==> config.mk <==
export PLATFORM = sky130hd
export DESIGN_NAME = packet_serializer
export DESIGN_NICKNAME = d
export VERILOG_FILES = /design/src/rtl/packet_serializer.sv
export SDC_FILE = /design/constraint.sdc
export NUM_CORES = 1
export LEC_CHECK = 0
export BUFFER_PORTS_ARGS = -buffer_cell sky130_fd_sc_hd__buf_2
export CAP_MARGIN = 15
export CORE_MARGIN = 3
export CORE_UTILIZATION = 50
export CTS_BUF_LIST = sky130_fd_sc_hd__clkbuf_4 sky130_fd_sc_hd__clkbuf_8 sky130_fd_sc_hd__clkbuf_16
export CTS_CLUSTER_SIZE = 16
export DETAILED_ROUTE_END_ITERATION = 6
export PLACE_DENSITY = 0.67
export SYNTH_ARGS = -nofsm -noshare
export SYNTH_HDL_FRONTEND = slang
export SYNTH_SLANG_ARGS = --single-unit
==> constraint.sdc <==
create_clock -name clk -period 7.2 [get_ports clk]
set_clock_uncertainty 0.15 [all_clocks]
set_input_delay 0.36 -clock clk [delete_from_list [all_inputs] [get_ports clk]]
set_output_delay 0.36 -clock clk [all_outputs]
set_load 0.02 [all_outputs]
==> src/rtl/packet_serializer.sv <==
// ============================================================================
// packet_serializer : buffers encoded packets and serializes one per token
//                     hold onto the ring link as LINK_W-bit flits.
// Revision: 1.0
// ============================================================================
`default_nettype none

module packet_serializer #(
  parameter int PKT_W      = 55,
  parameter int LINK_W     = 8,
  parameter int FIFO_DEPTH = 2
) (
  input  logic              clk,
  input  logic              rst,
  input  logic [PKT_W-1:0]  pkt_in,
  input  logic              pkt_valid,
  output logic              pkt_ready,
  input  logic              token_in,
  output logic              token_out,
  output logic [LINK_W-1:0] link_data,
  output logic              link_valid,
  output logic              link_sof,
  output logic              link_eof,
  input  logic              link_ready,
  output logic              token_err,
  output logic [7:0]        drop_cnt
);

  localparam int NUM_FLITS = (PKT_W + LINK_W - 1) / LINK_W;
  localparam int PAD_W     = NUM_FLITS * LINK_W - PKT_W;
  localparam int IDX_W     = (NUM_FLITS > 1) ? $clog2(NUM_FLITS) : 1;
  localparam int AW        = $clog2(FIFO_DEPTH);

  localparam logic [IDX_W-1:0] C_LAST_IDX  = IDX_W'(NUM_FLITS - 1);
  localparam logic [AW:0]      C_DEPTH_CNT = (AW + 1)'(FIFO_DEPTH);

  typedef enum logic [1:0] {
    S_IDLE    = 2'd0,
    S_SEND    = 2'd1,
    S_PASS    = 2'd2,
    S_RELEASE = 2'd3
  } state_t;

  // ---------------------------------------------------------------- FIFO
  logic [PKT_W-1:0] r_mem [FIFO_DEPTH];
  logic [AW-1:0]    r_wr_ptr;
  logic [AW-1:0]    r_rd_ptr;
  logic [AW:0]      r_count;
  logic             w_full;
  logic             w_empty;
  logic             w_handshake;
  logic             w_legal;
  logic             w_push;
  logic             w_drop;
  logic             w_pop;
  logic [PKT_W-1:0] w_head;
  logic [7:0]       r_drop_cnt;

  assign w_full      = (r_count == C_DEPTH_CNT);
  assign w_empty     = (r_count == '0);
  assign pkt_ready   = !w_full;
  assign w_handshake = pkt_valid && pkt_ready;
  assign w_legal     = (pkt_in[PKT_W-1 -: 3] == 3'b001) || (pkt_in[PKT_W-1 -: 3] == 3'b010);
  assign w_push      = w_handshake && w_legal;
  assign w_drop      = w_handshake && !w_legal;
  assign w_head      = r_mem[r_rd_ptr];
  assign drop_cnt    = r_drop_cnt;

  always_ff @(posedge clk) begin
    if (w_push) begin
      r_mem[r_wr_ptr] <= pkt_in;
    end
  end

  always_ff @(posedge clk) begin
    if (rst) begin
      r_wr_ptr   <= '0;
      r_rd_ptr   <= '0;
      r_count    <= '0;
      r_drop_cnt <= '0;
    end else begin
      if (w_push) begin
        r_wr_ptr <= r_wr_ptr + AW'(1);
      end
      if (w_pop) begin
        r_rd_ptr <= r_rd_ptr + AW'(1);
      end
      case ({w_push, w_pop})
        2'b10:   r_count <= r_count + (AW + 1)'(1);
        2'b01:   r_count <= r_count - (AW + 1)'(1);
        default: r_count <= r_count;
      endcase
      if (w_drop && (r_drop_cnt != 8'hFF)) begin
        r_drop_cnt <= r_drop_cnt + 8'd1;
      end
    end
  end

  // ------------------------------------------------------ flit slicing
  logic [NUM_FLITS*LINK_W-1:0] w_padded;
  logic [LINK_W-1:0]           w_flits [NUM_FLITS];

  if (PAD_W > 0) begin : g_pad
    assign w_padded = {w_head, {PAD_W{1'b0}}};
  end else begin : g_nopad
    assign w_padded = w_head;
  end

  // Flit 0 carries the packet MSBs.
  for (genvar g = 0; g < NUM_FLITS; g++) begin : g_flit
    assign w_flits[g] = w_padded[(NUM_FLITS-1-g)*LINK_W +: LINK_W];
  end

  // ---------------------------------------------------------------- FSM
  state_t            r_state;
  state_t            w_next_state;
  logic [IDX_W-1:0]  r_idx;
  logic [IDX_W-1:0]  w_next_idx;
  logic [IDX_W-1:0]  w_idx_inc;
  logic [LINK_W-1:0] r_link_data;
  logic [LINK_W-1:0] w_next_data;
  logic              r_sof;
  logic              w_next_sof;
  logic              r_eof;
  logic              w_next_eof;
  logic              r_token_err;

  assign w_idx_inc  = r_idx + IDX_W'(1);
  assign link_data  = r_link_data;
  assign link_sof   = r_sof;
  assign link_eof   = r_eof;
  assign link_valid = (r_state == S_SEND);
  assign token_out  = (r_state == S_PASS) || (r_state == S_RELEASE);
  assign token_err  = r_token_err;

  always_ff @(posedge clk) begin
    if (rst) begin
      r_state     <= S_IDLE;
      r_idx       <= '0;
      r_link_data <= '0;
      r_sof       <= 1'b0;
      r_eof       <= 1'b0;
      r_token_err <= 1'b0;
    end else begin
      r_state     <= w_next_state;
      r_idx       <= w_next_idx;
      r_link_data <= w_next_data;
      r_sof       <= w_next_sof;
      r_eof       <= w_next_eof;
      if (token_in && (r_state != S_IDLE)) begin
        r_token_err <= 1'b1;
      end
    end
  end

  always_comb begin
    w_next_state = r_state;
    w_next_idx   = r_idx;
    w_next_data  = r_link_data;
    w_next_sof   = r_sof;
    w_next_eof   = r_eof;
    w_pop        = 1'b0;
    case (r_state)
      S_IDLE: begin
        if (token_in) begin
          if (!w_empty) begin
            w_next_state = S_SEND;
            w_next_idx   = '0;
            w_next_data  = w_flits[0];
            w_next_sof   = 1'b1;
            w_next_eof   = (C_LAST_IDX == '0);
          end else begin
            w_next_state = S_PASS;
          end
        end
      end
      S_SEND: begin
        // Head stays in the FIFO until its last flit is accepted.
        if (link_ready) begin
          if (r_idx == C_LAST_IDX) begin
            w_pop        = 1'b1;
            w_next_state = S_RELEASE;
            w_next_idx   = '0;
            w_next_data  = '0;
            w_next_sof   = 1'b0;
            w_next_eof   = 1'b0;
          end else begin
            w_next_idx  = w_idx_inc;
            w_next_data = w_flits[w_idx_inc];
            w_next_sof  = 1'b0;
            w_next_eof  = (w_idx_inc == C_LAST_IDX);
          end
        end
      end
      default: begin
        w_next_state = S_IDLE;
      end
    endcase
  end

endmodule

`default_nettype wire
==> summary.md, run 1 <==
| Metric | Value |
|---|---|
| Starting Density | `51.7%` |
| Syn Nets | `408` |
| Total setup buffers inserted after CTS | `0` |
| Most frequent cells in the layout | `110 x edfxtp_1, 81 x buf_2, 52 x dlygate4sd3_1` |
| Psw | `0.000361 W` |
| CTS buffer count | `17` |
| Syn_area_per_cell | `16.6 um2` |
| Finish-stage setup viols | `0` |
| Nets | `541` |
| Comb pwr share | `5.7%` |
| Crit path required time | `7390 ps` |
| Internal power | `0.00149 W` |
| Seq pwr share | `48.5%` |
| WHS Path Cells | `1` |
| Cell Pwr Density | `255 nW/um2` |
| Layout cell share with drive strength beyond 1 | `30.1%` |
| #FFs+latches synth | `139` |
| Clock tree buffer depth | `2` |
| Reg2reg start | `r_idx[0]` |
| P&R area growth vs syn | `28.2%` |
| Cell area after synthesis | `5680 um2` |
| Antenna viol nets, final | `0` |
| Die height | `113 um` |
| Total routed wirelength | `11,500 um` |
| Io pins | `82` |
| Vias | `3,518` |
| Number of synthesized flops with an enable pin | `110` |
| Initial DRC count | `307` |
| Post-layout min period | `3230 ps` |
| Ys async rst share | `0%` |
| Root Driver | `clkbuf_16` |
| Slew HR | `35.5%` |
| Sequential standard cell area | `3880 um2` |
| Setup tns final | `0 ps` |
| Fin. Hold Viols | `0` |
| Worst vdd ir | `0.194 mV` |
| Period utilisation layout | `44.9%` |
| Clock share of power | `45.8%` |
| Status | `complete, no violations` |
| Post-CTS sizing | `0` |
| Hold path endpoint | `r_mem[1][53]` |
| Area leader, netlist | `edfxtp_1` |
| DP Wirelength | `7350 um` |
| Routed len/inst | `18.3 um` |
| Clock sinks | `139` |
| Clock slew at reported path FFs | `60 ps` |
| Die ar. | `12,700 um2` |
| CTS tree | `done` |
| # fillers | `775` |
| Max-cap violations | `0` |
| Hold_buf cts | `52` |
| Power, Total | `0.00186 W` |
| Fmax | `310 MHz` |
| WS Path Type | `reg2reg` |
| Leakage | `2.60 nW` |
| CP arrival | `3420 ps` |
| First-pass GRT wire length | `18,500 um` |
| Worst-Skew Late Latency | `410 ps` |
| PortBufs | `81` |
| Critical Path Sink Type | `register` |
| Filler-free cell count of the finished design | `629` |
| Post-synthesis cell type count | `46` |
| Placer Congestion | `0.783` |
| Core Rows | `38` |
| Yosys warnings | `0` |
| Die X-Extent | `113 um` |
| Tightest Pin Transition | `967 ps` |
| Multi-input gate area | `1670 um2` |
| Antenna violations before repair | `0` |
| Reg2reg path depth | `6` |
| Register area share after synthesis | `68.4%` |
| DR DRC count | `0` |
| Via density | `5.59` |
| Max-slew violations | `0` |
| Top post-synthesis cells by area | `edfxtp_1 58%, dfxtp_1 10%, mux4_2 7.1%, mux2i_1 4.2%, mux4_1 2.8%` |
| RSZ-0062 raised after global routing | `false` |
| Commonest non-fill, non-tap cell in the layout | `edfxtp_1` |
| Sw Ratio | `19.4%` |
| Total iterations of the first detailed-routing run | `5` |
| CP Max Fanout | `26` |
| Reg2Reg Setup Slack | `3970 ps` |
| Post-synth top flop | `edfxtp_1` |
| Hold path start | `pkt_in[53]` |
| Element type at the critical path start | `register` |
| H-Tree Depth | `4` |
| N_diodes | `0` |
| Vias in the first global route | `3,586` |
| Grt total ovfl | `0` |
| Largest net degree at the start of global routing | `56` |
| Area share of the largest cell type after synthesis | `58.1%` |
| GRT Total Usage | `19.4%` |
| Post-Syn Instances | `343` |
| Worst flop-to-flop path endpoint | `link_data[0]` |
| Inst Count DP | `545` |
| Hold Crit Class | `in2reg` |
| Core footprint | `11,000 um2` |
[final cells by class]
type / count / area share (%)
sequential: 139 / 53.4
multi-input combinational: 176 / 22.9
timing repair buffer: 136 / 13.0
clock buffer: 21 / 6.25
tap: 140 / 2.41
clock inverter: 11 / 1.74
inverter: 6 / 0.309
[worst max-delay path by stage]
stage / endpoint / start / cells past startpoint / slack, ps
floorplan: r_mem[0][0] / r_count[0] / 5 / 3030
global placement: link_data[0] / r_idx[0] / 6 / 4080
detailed placement: link_data[0] / r_idx[0] / 6 / 3940
CTS: link_data[0] / r_idx[0] / 6 / 3930
global route: link_data[0] / r_idx[0] / 6 / 3700
finish: link_data[0] / r_idx[0] / 6 / 3970
[registers in the layout (all words and copies together) (netlist names), named ones only]
| signal | count |
|---|---|
| r_mem | 110 |
| drop_cnt | 8 |
| link_data | 8 |
| r_idx | 3 |
| r_count | 2 |
| r_state | 2 |
| link_eof | 1 |
| link_sof | 1 |
| r_rd_ptr | 1 |
| r_wr_ptr | 1 |
| token_err | 1 |
[cell families after synthesis]
group                    after synthesis  synth area share [%]
buffers and inverters                 28                  2.51
adder cells (fa/ha/maj)                5                  1.10
multiplexers                          49                  14.3
XOR/XNOR                               6                  1.06
flip-flops                           139                  68.4
AND/OR/NAND/NOR                       63                  6.10
AO/OA/AOI/OAI                         53                  6.52
[power by group through the flow]
stage          clock, W  combinational [W]  sequential, W
2_1_floorplan         0          0.0000456       0.000916
3_3_place_gp          0          0.0000813       0.000916
3_5_place_dp          0          0.0000840       0.000917
4_1_cts        0.000864           0.000106       0.000900
5_1_grt        0.000903           0.000116       0.000901
6_report       0.000850           0.000106       0.000900
[per-stage QoR]
| stage | util (%) | setup slack [ps] | hold slack [ps] | area, um2 |
|---|---|---|---|---|
| after floorplan | - | 3030 | 309 | 5680 |
| after global placement | 56.3 | 4080 | 295 | 6180 |
| after detailed placement | 56.3 | 3940 | 301 | 6180 |
| after CTS | 66.3 | 3930 | 18.8 | 7280 |
| after global routing | 66.3 | 3700 | 21.5 | 7280 |
| final | 66.3 | 3970 | 29.1 | 7280 |
[cell usage after synthesis (5+ instances only)]
master,count
nand3_1,12
o221a_2,7
o21ai_0,6
or4_1,5
a31oi_1,10
dfxtp_1,29
mux2i_1,24
clkbuf_1,11
nor2_1,13
edfxtp_1,110
a21oi_1,12
buf_2,6
ha_1,5
nor3_1,10
mux4_2,18
inv_1,5
o22ai_1,7
mux4_1,6
[layer usage]
metal | routed length (um) | part of all wire [%] | GRT usage (%)
met1 | 4720 | 41 | 24.6
met2 | 5960 | 52 | 32.0
met3 | 637 | 5.5 | 5.71
met4 | 203 | 1.8 | 6.73
met5 | 0 | 0 | 0
[worst max-delay path, stage by stage, from the launching register on]
cell and delay [ps]:
dfxtp_1 730, inv_2 290, ha_1 1010, mux4_2 360
mux2i_1 80, or4_1 400, a31oi_1 130
Power figures use the tool's default switching activity.
==> run 2, diff against run 1 <==
--- a/config.mk
+++ b/config.mk
@@ -5,6 +5,7 @@
 export SDC_FILE = /design/constraint.sdc
 export NUM_CORES = 1
 export LEC_CHECK = 0
+export ABC_AREA = 1
 export BUFFER_PORTS_ARGS = -buffer_cell sky130_fd_sc_hd__buf_2
 export CAP_MARGIN = 15
 export CORE_MARGIN = 3
==> constraint.sdc (replaced) <==
create_clock -name clk -period 3 [get_ports clk]
set_clock_uncertainty 0.15 [all_clocks]
set_input_delay 0.15 -clock clk [delete_from_list [all_inputs] [get_ports clk]]
set_output_delay 0.15 -clock clk [all_outputs]
set_load 0.02 [all_outputs]
==> run 2 against run 1 <==
Setup slack got worse by 3000 ps; clock-buffer cell count rose by 8; first-iteration DRC count rose by 44%; via count rose by 32%; combinational power rose to 2.6 times the previous value; sequential power rose by 140%; critical path type unchanged; largest power group unchanged.
==> summary.md, run 2 <==
| Metric | Value |
|---|---|
| Status | `complete, no violations` |
| Syn_area_per_cell | `9.78 um2 (-41%)` |
| Leakage | `3.33 nW (+28%)` |
| Cell Pwr Density | `567 nW/um2 (+120%)` |
| GRT Total Usage | `22.0% (+2.6 points)` |
| Max-slew violations | `0 (unchanged)` |
| Vias | `4,660 (+32%)` |
| Critical Path Sink Type | `register` |
| Internal power | `0.00349 W (+130%)` |
| Top post-synthesis cells by count | `170 x nand2_1, 110 x edfxtp_1, 92 x inv_1` |
| Via density | `5.09 (-9.0%)` |
| Register area share after synthesis | `64.1% (-4.3 points)` |
| Die X-Extent | `116 um (+3.1%)` |
| Finish-stage setup viols | `0 (unchanged)` |
| PortBufs | `81 (unchanged)` |
| WL met3 | `752 um (+18%)` |
| Largest net degree at the start of global routing | `56 (unchanged)` |
| Tightest Pin Transition | `602 ps (-366 ps)` |
| Crit path required time | `3190 ps (-4200 ps)` |
| Nets | `825 (+52%)` |
| Die height | `116 um (+3.1%)` |
| Area share of the largest cell type after synthesis | `54.5% (-3.7 points)` |
| Core footprint | `11,600 um2 (+5.7%)` |
| Post-Route M1 WL | `5790 um (+23%)` |
| Period utilisation layout | `68.7% (+24 points)` |
| Seq pwr share | `49.2% (+0.7 points)` |
| Most common cell in the netlist | `nand2_1` |
| Dpl cell area | `6590 um2 (+6.6%)` |
| Worst-Skew Late Latency | `420 ps (about the same)` |
| Non-Filler Cell Area, Final | `7720 um2 (+6.0%)` |
| Clock slew at reported path FFs | `60 ps (about the same)` |
| Cell area after synthesis | `6060 um2 (+6.7%)` |
| CTS buffer count | `17 (unchanged)` |
| Top post-synthesis cells by area | `edfxtp_1 54%, nand2_1 11%, dfxtp_1 9.6%, nand3_1 6.3%, inv_1 5.7%` |
| Commonest non-fill, non-tap cell in the layout | `nand2_1` |
| First-pass GRT wire length | `22,300 um (+21%)` |
| Total iterations of the first detailed-routing run | `5 (unchanged)` |
| Starting Density | `52.2% (+0.49 points)` |
| CP arrival | `2250 ps (-1170 ps)` |
| Psw | `0.000891 W (+150%)` |
| Hold_buf cts | `57 (+9.6%)` |
| Vias in the first global route | `4,654 (+30%)` |
| Max-cap violations | `0 (unchanged)` |
| Fin. Hold Viols | `0 (unchanged)` |
| Worst vdd ir | `0.456 mV (+130%)` |
| Hold Crit Class | `in2reg` |
| Top sig layer | `met4` |
| Post-synthesis cell type count | `29 (-37%)` |
| Total routed wirelength | `13,700 um (+19%)` |
| H-Tree Depth | `4 (unchanged)` |
| #FFs+latches synth | `139 (unchanged)` |
| Placer Congestion | `0.830 (+6.0%)` |
| CTS tree | `done` |
| Fmax | `485 MHz (+57%)` |
| Layout cell share with drive strength beyond 1 | `18.0% (-12 points)` |
| Setup tns final | `0 ps (unchanged)` |
| Clock share of power | `44.5% (-1.3 points)` |
| Met2 Routed Length | `6790 um (+14%)` |
| Crit path max-delay family | `simple AND/OR/NAND/NOR gates` |
| Slowest cell on crit path | `ha_1` |
| Core Rows | `39 (+2.6%)` |
| Final hold slack | `10.1 ps (-19.0 ps)` |
| Antenna violations before repair | `0 (unchanged)` |
| Crit-path cells | `buf_4, inv_2, ha_1, nor2_2, nand3_1, nor2_1, a21oi_1, nand2_1, nand2_1, a21oi_1` |
| Sw Ratio | `20.4% (+0.93 points)` |
| Post-CTS sizing | `0 (unchanged)` |
| Reg2Reg Setup Slack | `940 ps (-3030 ps)` |
| Area leader, netlist | `edfxtp_1` |
| Most frequent cells in the layout | `170 x nand2_1, 110 x edfxtp_1, 92 x inv_1` |
| Root Driver | `clkbuf_16` |
| Antenna viol nets, final | `0 (unchanged)` |
| Clock tree buffer depth | `2 (unchanged)` |
| Max FFs per register | `110 (unchanged)` |
| Yosys warnings | `0 (unchanged)` |
| DP Wirelength | `8750 um (+19%)` |
| Number of synthesized flops with an enable pin | `110 (unchanged)` |
| RSZ-0062 raised after global routing | `false` |
| WS Path Type | `reg2reg` |
| Syn Nets | `685 (+68%)` |
| Slew HR | `59.9% (+24 points)` |
| Comb pwr share | `6.3% (+0.6 points)` |
| Die ar. | `13,500 um2 (+6.4%)` |
| Post-layout min period | `2060 ps (-1170 ps)` |
| Io pins | `82 (unchanged)` |
| Clock sinks | `139 (unchanged)` |
| Initial DRC count | `443 (+44%)` |
| Total setup buffers inserted after CTS | `0 (unchanged)` |
| Element type at the critical path start | `register` |
| Post-synth top flop | `edfxtp_1` |
| N_diodes | `0 (unchanged)` |
| Ys async rst share | `0% (unchanged)` |
| Reg with most FFs | `r_mem` |
| CP Max Fanout | `14 (-46%)` |
| Worst Path Buf+Inv | `2 (+1)` |
| Post-Syn Instances | `620 (+81%)` |
| P&R area growth vs syn | `27.3%` |
| DR DRC count | `0 (unchanged)` |
| Slowest Stage Delay on Critical Path | `440 ps (-570 ps)` |
| Grt total ovfl | `0 (unchanged)` |
| Routed len/inst | `15.0 um (-18%)` |
[run 2: cell types whose count changed after synthesis, moves of 18 or more]
| cell | change |
|---|---|
| mux4_2 | -18 |
| mux2i_1 | -24 |
| inv_1 | +87 |
| nand2_1 | +167 |
| nand3_1 | +64 |
| a21oi_1 | +34 |
[run 2: path summary, 6_finish.rpt]
| kind | cells past startpoint | to | start |
|---|---|---|---|
| max reg2reg | 10 | link_data[4] | r_idx[0] |
| min | 2 | token_err | rst |
| min reg2reg | 2 | token_err | token_err |
| max | 10 | link_data[4] | r_idx[0] |
[run 2: power groups by stage]
stage / clock network, W / logic (W) / registers, W
2_1_floorplan: 0 / 0.000111 / 0.00220
3_3_place_gp: 0 / 0.000213 / 0.00219
3_5_place_dp: 0 / 0.000218 / 0.00219
4_1_cts: 0.00197 / 0.000276 / 0.00215
5_1_grt: 0.00207 / 0.000308 / 0.00216
6_report: 0.00195 / 0.000276 / 0.00215
[run 2: cell type report]
type / instances / area [um2]
repair buffers: 145 / 1050
flip-flops and latches: 139 / 3880
clock buffers: 29 / 546
multi-input cells: 359 / 1670
fillers: 917 / 3900
well taps: 143 / 179
inverters: 98 / 368
clock inverters: 3 / 15.0
[run 2: per-layer routing]
metal / GRT usage, % / vias up
met1: 27.1 / 2182
met4: 9.98 / 0
met2: 37.2 / 133
li1: - / 2311
met5: 0 / -
met3: 4.97 / 34
[run 2: kinds of logic (layout without fill, tap and decap cells)]
logic type	after synthesis	count (layout)	share of synthesized area (%)
and+or+nand+nor	286	286	20.1
buffers and inverters	122	275	8.63
adders and majority gates	5	5	1.03
DFF	139	139	64.1
AOI/OAI and AO/OA	63	63	5.47
xor gates and xnor gates	5	5	0.722
[run 2: stage by stage]
step	worst slack [ps]	utilization, %	cells	power (W)
final	939	66.4	916	0.00438
after global routing	724	66.4	916	0.00453
after floorplan	-667	-	620	0.00231
after global placement	1050	56.7	827	0.00241
after CTS	942	66.4	916	0.00440
after detailed placement	970	56.7	827	0.00241
